$ cat src/rtl/alu_pkg.sv
// Shared encodings for the ALU issue stage: 4-bit ALU opcodes, RV32I major
// opcodes and the operand-select types used by the decoder and the top.
package alu_pkg;

    localparam logic [3:0] ALU_ADD  = 4'b0000;
    localparam logic [3:0] ALU_SUB  = 4'b0001;
    localparam logic [3:0] ALU_AND  = 4'b0010;
    localparam logic [3:0] ALU_OR   = 4'b0011;
    localparam logic [3:0] ALU_XOR  = 4'b0100;
    localparam logic [3:0] ALU_SLT  = 4'b0101;
    localparam logic [3:0] ALU_SLTU = 4'b0111;
    localparam logic [3:0] ALU_SLL  = 4'b1000;
    localparam logic [3:0] ALU_SRL  = 4'b1001;
    localparam logic [3:0] ALU_SRA  = 4'b1011;

    localparam logic [6:0] OP     = 7'b0110011;
    localparam logic [6:0] OP_IMM = 7'b0010011;
    localparam logic [6:0] LUI    = 7'b0110111;
    localparam logic [6:0] AUIPC  = 7'b0010111;
    localparam logic [6:0] LOAD   = 7'b0000011;
    localparam logic [6:0] STORE  = 7'b0100011;
    localparam logic [6:0] BRANCH = 7'b1100011;
    localparam logic [6:0] JAL    = 7'b1101111;
    localparam logic [6:0] JALR   = 7'b1100111;

    typedef enum logic [1:0] {
        A_RS1  = 2'd0,
        A_PC   = 2'd1,
        A_ZERO = 2'd2
    } a_sel_e;

    typedef enum logic [1:0] {
        B_RS2  = 2'd0,
        B_IMM  = 2'd1,
        B_FOUR = 2'd2,
        B_ZERO = 2'd3
    } b_sel_e;

    // funct3 decode shared by OP and OP_IMM; SUB exists only for register form.
    function automatic logic [3:0] arith_op(input logic [2:0] f3,
                                            input logic       f7_5,
                                            input logic       is_reg);
        logic [3:0] op;
        case (f3)
            3'b000:  op = (is_reg && f7_5) ? ALU_SUB : ALU_ADD;
            3'b001:  op = ALU_SLL;
            3'b010:  op = ALU_SLT;
            3'b011:  op = ALU_SLTU;
            3'b100:  op = ALU_XOR;
            3'b101:  op = f7_5 ? ALU_SRA : ALU_SRL;
            3'b110:  op = ALU_OR;
            default: op = ALU_AND;
        endcase
        return op;
    endfunction

endpackage

$ cat src/rtl/alu_decode.sv
// Combinational RV32I decode: {opcode, funct3, funct7[5]} to ALU opcode,
// operand selects, shift flag and illegal-encoding flag.
module alu_decode
    import alu_pkg::*;
(
    input  logic [6:0] i_opcode,
    input  logic [2:0] i_funct3,
    input  logic       i_funct7_5,
    output logic [3:0] o_alu_op,
    output a_sel_e     o_a_sel,
    output b_sel_e     o_b_sel,
    output logic       o_is_shift,
    output logic       o_illegal
);

    logic w_f3_shift;

    assign w_f3_shift = (i_funct3 == 3'b001) || (i_funct3 == 3'b101);

    always_comb begin
        o_alu_op   = ALU_ADD;
        o_a_sel    = A_ZERO;
        o_b_sel    = B_ZERO;
        o_is_shift = 1'b0;
        o_illegal  = 1'b0;
        case (i_opcode)
            OP: begin
                o_a_sel    = A_RS1;
                o_b_sel    = B_RS2;
                o_alu_op   = arith_op(i_funct3, i_funct7_5, 1'b1);
                o_is_shift = w_f3_shift;
            end
            OP_IMM: begin
                o_a_sel    = A_RS1;
                o_b_sel    = B_IMM;
                o_alu_op   = arith_op(i_funct3, i_funct7_5, 1'b0);
                o_is_shift = w_f3_shift;
            end
            LUI: begin
                o_a_sel = A_ZERO;
                o_b_sel = B_IMM;
            end
            AUIPC: begin
                o_a_sel = A_PC;
                o_b_sel = B_IMM;
            end
            LOAD, STORE: begin
                o_a_sel = A_RS1;
                o_b_sel = B_IMM;
            end
            BRANCH: begin
                // funct3 01x has no RV32I branch; it is flagged and zeroed like a bad opcode.
                case (i_funct3[2:1])
                    2'b00: begin
                        o_a_sel  = A_RS1;
                        o_b_sel  = B_RS2;
                        o_alu_op = ALU_SUB;
                    end
                    2'b10: begin
                        o_a_sel  = A_RS1;
                        o_b_sel  = B_RS2;
                        o_alu_op = ALU_SLT;
                    end
                    2'b11: begin
                        o_a_sel  = A_RS1;
                        o_b_sel  = B_RS2;
                        o_alu_op = ALU_SLTU;
                    end
                    default: o_illegal = 1'b1;
                endcase
            end
            JAL, JALR: begin
                o_a_sel = A_PC;
                o_b_sel = B_FOUR;
            end
            default: o_illegal = 1'b1;
        endcase
    end

endmodule

$ cat src/rtl/alu_issue_stage.sv
// ID->EX issue stage: decode, operand select/forward, single-entry valid/ready
// output register. Optional rs1 bypass from EX enabled by macro ALU_FWD_EN.
module alu_issue_stage
    import alu_pkg::*;
#(
    parameter int XLEN    = 32,
    parameter int SHAMT_W = 5
) (
    input  logic            clk,
    input  logic            rst,
    input  logic            flush,
    input  logic            in_valid,
    output logic            in_ready,
    input  logic [6:0]      opcode,
    input  logic [2:0]      funct3,
    input  logic            funct7_5,
    input  logic [4:0]      rs1_addr,
    input  logic [XLEN-1:0] rs1_data,
    input  logic [XLEN-1:0] rs2_data,
    input  logic [XLEN-1:0] imm,
    input  logic [XLEN-1:0] pc,
    input  logic [4:0]      rd_in,
    input  logic            fwd_valid,
    input  logic [4:0]      fwd_rd,
    input  logic [XLEN-1:0] fwd_data,
    output logic            out_valid,
    input  logic            out_ready,
    output logic [XLEN-1:0] alu_a,
    output logic [XLEN-1:0] alu_b,
    output logic [3:0]      alu_op,
    output logic [4:0]      rd_out,
    output logic            illegal
);

    // Handshake: a transfer on either side happens on a rising edge where
    // valid and ready are both high; the output register accepts a new entry
    // whenever it is empty or its current entry leaves in the same cycle.

    logic [3:0]      w_dec_op;
    a_sel_e          w_a_sel;
    b_sel_e          w_b_sel;
    logic            w_is_shift;
    logic            w_illegal;
    logic [XLEN-1:0] w_rs1_val;
    logic [XLEN-1:0] w_a;
    logic [XLEN-1:0] w_b_raw;
    logic [XLEN-1:0] w_b;
    logic            w_in_ready;
    logic            w_load;

    logic            r_out_valid;
    logic [XLEN-1:0] r_alu_a;
    logic [XLEN-1:0] r_alu_b;
    logic [3:0]      r_alu_op;
    logic [4:0]      r_rd_out;
    logic            r_illegal;

    alu_decode u_decode (
        .i_opcode   (opcode),
        .i_funct3   (funct3),
        .i_funct7_5 (funct7_5),
        .o_alu_op   (w_dec_op),
        .o_a_sel    (w_a_sel),
        .o_b_sel    (w_b_sel),
        .o_is_shift (w_is_shift),
        .o_illegal  (w_illegal)
    );

`ifdef ALU_FWD_EN
    // x0 is never a real producer, so a matching index of 0 must not bypass.
    assign w_rs1_val = (fwd_valid && (fwd_rd != 5'd0) && (fwd_rd == rs1_addr))
                       ? fwd_data : rs1_data;
`else
    logic w_unused_fwd;
    assign w_unused_fwd = ^{fwd_valid, fwd_rd, fwd_data, rs1_addr};
    assign w_rs1_val    = rs1_data;
`endif

    always_comb begin
        w_a = '0;
        case (w_a_sel)
            A_RS1:   w_a = w_rs1_val;
            A_PC:    w_a = pc;
            default: w_a = '0;
        endcase
    end

    always_comb begin
        w_b_raw = '0;
        case (w_b_sel)
            B_RS2:   w_b_raw = rs2_data;
            B_IMM:   w_b_raw = imm;
            B_FOUR:  w_b_raw = XLEN'(4);
            default: w_b_raw = '0;
        endcase
    end

    // Shift amount only; I-type immediates carry funct7 in their upper bits.
    assign w_b = w_is_shift ? {{(XLEN-SHAMT_W){1'b0}}, w_b_raw[SHAMT_W-1:0]} : w_b_raw;

    assign w_in_ready = ~r_out_valid | out_ready;
    assign w_load     = in_valid & w_in_ready;

    always_ff @(posedge clk) begin
        if (rst) begin
            r_out_valid <= 1'b0;
            r_alu_a     <= '0;
            r_alu_b     <= '0;
            r_alu_op    <= ALU_ADD;
            r_rd_out    <= '0;
            r_illegal   <= 1'b0;
        end else begin
            if (flush) begin
                r_out_valid <= 1'b0;
            end else if (w_load) begin
                r_out_valid <= 1'b1;
            end else if (out_ready) begin
                r_out_valid <= 1'b0;
            end
            if (w_load && !flush) begin
                r_alu_a   <= w_a;
                r_alu_b   <= w_b;
                r_alu_op  <= w_dec_op;
                r_rd_out  <= rd_in;
                r_illegal <= w_illegal;
            end
        end
    end

    assign in_ready  = w_in_ready;
    assign out_valid = r_out_valid;
    assign alu_a     = r_alu_a;
    assign alu_b     = r_alu_b;
    assign alu_op    = r_alu_op;
    assign rd_out    = r_rd_out;
    assign illegal   = r_illegal;

endmodule

$ cat config.mk
export PLATFORM = sky130hd
export DESIGN_NAME = alu_issue_stage
export DESIGN_NICKNAME = d
export VERILOG_FILES = /design/src/rtl/alu_pkg.sv /design/src/rtl/alu_decode.sv /design/src/rtl/alu_issue_stage.sv
export SDC_FILE = /design/constraint.sdc
export NUM_CORES = 1
export LEC_CHECK = 0
export ABC_AREA = 1
export CORE_MARGIN = 4
export CORE_UTILIZATION = 35
export CTS_BUF_LIST = sky130_fd_sc_hd__clkbuf_4 sky130_fd_sc_hd__clkbuf_8
export DETAILED_ROUTE_END_ITERATION = 8
export PLACE_DENSITY = 0.82
export SYNTH_ARGS = -nofsm -noshare
export SYNTH_HDL_FRONTEND = slang
export SYNTH_SLANG_ARGS = --single-unit
$ cat constraint.sdc
create_clock -name clk -period 3.7 [get_ports clk]
set_input_delay 1.11 -clock clk [delete_from_list [all_inputs] [get_ports clk]]
set_output_delay 1.11 -clock clk [all_outputs]
set_load 0.05 [all_outputs]
=== Word-level counts from Yosys, hierarchy flattened ===
Cells that the tools add are included.

* Register bits after elaboration: 75
* Output and inout port bits: 76

* Reductions and logical operators: 16
* Muxes and demuxes: 18
* Equal/unequal tests: 20
* Bitwise operators: 3

{| class="wikitable"
|+ Operators with widths
! operator !! number
|-
| 32-bit one-hot mux with 3 select lines || 1
|-
| 32-bit one-hot mux with 2 select lines || 1
|-
| 4-bit one-hot mux with 7 select lines || 2
|-
| 32-bit two-way mux || 1
|-
| 7-bit by 6-bit equality test with 1-bit output (second input constant) || 3
|-
| 7-bit equality test (second input constant) || 3
|-
| 7-bit by 5-bit equality test with 1-bit output (second input constant) || 2
|-
| 4-bit one-hot mux with 3 select lines || 1
|-
| 3-bit equality test (second input constant) || 3
|-
| 3-bit one-hot mux with 3 select lines || 1
|-
| 2-bit one-hot mux with 4 select lines || 1
|-
| 8-bit OR reduction || 1
|-
| 7-bit by 2-bit equality test with 1-bit output (second input constant) || 1
|-
| 2-bit equality test (second input constant) || 3
|-
| 3-bit by 2-bit equality test with 1-bit output (second input constant) || 2
|-
| 2-bit logical NOT || 3
|-
| 2-bit two-way mux || 3
|-
| 2-bit one-hot mux with 3 select lines || 1
|-
| 2-bit OR reduction || 3
|-
| 3-bit OR reduction || 2
|-
| 1-bit two-way mux || 5
|-
| 5-bit OR reduction || 1
|-
| 2-bit by 1-bit equality test with 1-bit output (second input constant) || 2
|-
| 4-bit OR reduction || 1
|-
| other kinds (10) || 10
|}

=== Longest topological paths before layout ===
* Word-level depth: 7
* Depth in mapped cells: 10

=== Cells and area by module ===
Synthesis repeated with hierarchy kept, for this count alone.

* Cell total of the unflattened synthesis: 621
* Area, all modules: 3912.5 um^2

{| class="wikitable"
|+ By module, submodules not included
! module !! area an instance (um^2) !! instances !! cells an instance
|-
| alu_issue_stage || 3565.9 || 1 || 549
|-
| alu_decode || 346.6 || 1 || 72
|}

=== Worst setup path after synthesis ===
Ideal clock, no wire load.

* Path type: input to output
* Start: input out_ready
* End: output in_ready
* Cell stages on the path: 2
* Path buffers: 0
* Slack: 1106 ps
* Arrival: 1484 ps
* Cell sequence: nor2_1 -> inv_1

* Longest elaborated chain between the ends: 1

{| class="wikitable"
|+ RTL lines
! what !! RTL line !! text
|-
| from (decl) || alu_issue_stage.sv:27 || <nowiki>input logic out_ready,</nowiki>
|-
| 1-bit bitwise OR || alu_issue_stage.sv:101 || <nowiki>assign w_in_ready = ~r_out_valid | out_ready;</nowiki>
|-
| to (decl) || alu_issue_stage.sv:13 || <nowiki>output logic in_ready,</nowiki>
|}

Every way passes these cells.

=== Worst setup path after layout ===
Ends and elaborated chain as after synthesis.

==> summary.md <==
| Metric | Value |
|---|---|
| Leak | 2.31 nW |
| Met1 wire length | about 5400 µm |
| Max Cap Viol | 0 |
| Reg2reg start | out_valid |
| Gpl congestion | roughly 0.8 |
| Hold Crit Class | flop to flop |
| CP Class | primary input to primary output |
| H-Tree Depth | 3 |
| Final instance area | between 6000 and 7000 µm² |
| Hold buffers post-CTS | 0 |
| Setup slack after layout | just over 500 ps |
| Crit path depth | 4 |
| Slew Viols, Final | 0 |
| Post-synth top area cell | dfxtp_1 |
| Cells taking the most area after synthesis | dfxtp_1 42%, nand2_1 15%, a21oi_1 14% |
| Gr ovfl total | 0 |
| Die height | about 110 µm |
| Routed wire length | approximately 14000 µm |
| Met3 wire len | 984 µm |
| Synth Warn # | 0 |
| Total CTS buffers | 9 |
| Slew @ Worst Pin | 876 ps |
| Post-synth net total | just over 700 |
| Crit Reg-Reg Endpoint | alu_op[0] |
| Async S/R FF share, synth | 0 |
| Final nets | around 920 |
| Port Buffers | 224 |
| Netlist cell types | 23 |
| Reg2Reg Setup Slack | 1780 ps |
| Initial Util | 0.364 |
| Top sig layer | met4 |
| DP Worst Slack | about 490 ps |
| Met2 WL post-DR | slightly above 7000 µm |
| Worst hold slack | between 400 and 500 ps |
| Number of nets with antenna violations after routing | 0 |
| Area delta synth->final | 69.1% |
| CTS sink count | 75 |
| Power Density | between 300 and 400 nW/µm² |
| Setup TNS | 0 ps |
| Top_reg_cell synth | dfxtp_1 |
| Dpl cell area | roughly 6000 µm² |
| Clock transition at path regs | 70 ps |
| Core box area | 9910 µm² |
| Critical path launch point type | primary input |
| Top-area cell type share of the netlist area | 0.416 |
| CTS tree | yes |
| Count leader, synth | nand2_1 |
| Yosys reg bits | 75 |
| Final Hold Violating Endpoints | 0 |
| CP max stage cell | clkdlybuf4s50_1 |
| Final setup fails | 0 |
| Slew HR | 0.414 |
| Largest net degree at the start of global routing | 77 |
| Highest Clock Rate | ~0.31 GHz |
| Mapped Cells | 530 |
| Die area | 12000 µm² |
| Delay-heaviest family, CP | buffers and inverters |
| Vias in the first global route | 4360 |
| Endpoint class of the critical path | primary output |
| Fin crit period | roughly 3200 ps |
| Mapped Area | between 3000 and 4000 µm² |
| Maximum VDD drop | about 0.17 mV |
| I/O pins | roughly 270 |
| Number of DRC markers in iteration 0 | between 300 and 400 |
| First-pass GRT wire length | approximately 21000 µm |
| Worst-skew pair later-pin latency | 340 ps |
| Global Route Usage Sum | 0.221 |
| Vias per inst | just over 5 |
| Crit-path max FO | 2 |
| Cells after DPL | approximately 850 |
| RSZ-0062 raised after global routing | no |
| Ant diodes | 0 |
| Routed WL per cell | approximately 16 µm |
| Layout cells sized above 1 | 0.0490 |
| CP Data Arrival Time | around 2100 ps |
| Post-synth top cells | 145 x nand2_1, 101 x a21oi_1, 75 x dfxtp_1, 45 x o21ai_0, 36 x nand3_1 |
| Clk buf depth | 2 |
| Root Driver | clkbuf_8 |
| Initial antenna violation count | 0 |
| CP max stage delay | 400 ps |
| R2r worst-path depth | 7 |
| Mean Syn Cell Area | between 6 and 7 µm² |
| Setup Skew | 14.0 ps |
| Crit path capture | in_ready |
| DP HPWL | 9930 µm |
| Core Rows | 36 |
| Crit. Startpoint | out_ready |
| Post-CTS sizing | 0 |
| Drt drc | 0 |
| Die Wd | ~110 µm |
| Sequential-to-total area share from yosys stat | 0.416 |
| Post-synth EDFFs | 0 |
| DRT Pass-1 Iters | 5 |
| Fin crit share | 0.861 |
| Worst path required time | between 2000 and 3000 ps |
| Outcome | finished clean |
| Post-CTS setup buffers | 0 |
| CP Cell Sequence | clkdlybuf4s50_1 > nor2_1 > inv_1 > buf_4 |
| Vias | approximately 4500 |
| Fin cells | just under 900 |
| WP buf/inv | 3 |
## layout make-up
class	count	area, µm²
Sequential cell	75	1500
Multi-Input combinational cell	395	1840
Clock buffer	10	138
Timing Repair Buffer	234	2310
Clock inverter	5	77.6
Tap cell	133	166
Fill cell	888	3810
Inverter	16	60.1
## layer usage
metal  up-vias  GRT usage
met4         0     0.0810
met1      2059      0.258
li1       2203          -
met3        25     0.0423
met5         -          0
met2       183      0.399
## stage by stage
stage	utilization	power [W]
after floorplan	-	0.00107
after global placement	0.594	0.00132
after detailed placement	0.594	0.00132
after CTS	0.616	0.00202
after global routing	0.616	0.00209
final	0.616	0.00200
## worst min-delay path by stage
stage	from	end	slack, ps	depth (start not counted)
after global routing	alu_b[10]	alu_b[10]	490	2
after global placement	alu_b[20]	alu_b[20]	450	2
after floorplan	alu_b[10]	alu_b[10]	690	2
after CTS	alu_b[17]	alu_b[17]	470	2
final	alu_b[17]	alu_b[17]	470	2
after detailed placement	alu_b[17]	alu_b[17]	450	2
## layout by cell type, fill, tap and decap left out
cell | synthesis | layout
nor3_1 | 3 | 3
dfxtp_1 | 75 | 75
inv_2 | 2 | 2
o21ai_1 | 1 | 1
buf_4 | 6 | 11
o21ai_2 | 1 | 1
nand4_1 | 32 | 32
clkinv_2 | 0 | 2
a211oi_1 | 1 | 1
nand3_1 | 36 | 36
bufinv_16 | 0 | 2
clkinvlp_4 | 0 | 1
nand2_2 | 2 | 2
clkdlybuf4s50_1 | 0 | 223
a21oi_2 | 1 | 1
nand3_2 | 1 | 1
a21oi_1 | 101 | 101
nor2_1 | 21 | 21
o21ai_0 | 45 | 45
clkbuf_8 | 0 | 10
nand2_1 | 145 | 145
nor3_4 | 0 | 1
a31oi_1 | 2 | 2
nor2_2 | 2 | 2
inv_1 | 14 | 14
## tightest hold or removal path: cells and delay by family (launching register included)
kind               cells  cell delay [ps]
and+or+nand+nor        1               60
DFF                    1              310
AOI/OAI and AO/OA      1               50
## cells by family after synthesis
group | after synthesis | synth area share
AOI/OAI and AO/OA | 152 | 0.214
and+or+nand+nor | 243 | 0.295
DFF | 75 | 0.416
buffers and inverters | 60 | 0.0746
## flip-flops by register name, indices dropped and copies added (netlist names)
signal,count
illegal,1
alu_op,4
out_valid,1
rd_out,5
alu_b,32
alu_a,32
## report_power, final
part	switching, W	internal, W	leakage, nW	total [W]
Combinational	0.000236	0.000218	1.60	0.000454
Clock	0.000305	0.000393	0.108	0.000698
Sequential	0.0000143	0.000837	0.611	0.000852
Total	0.000555	0.00145	2.31	0.00200
Note: power is estimated with default switching activity, not from simulation.
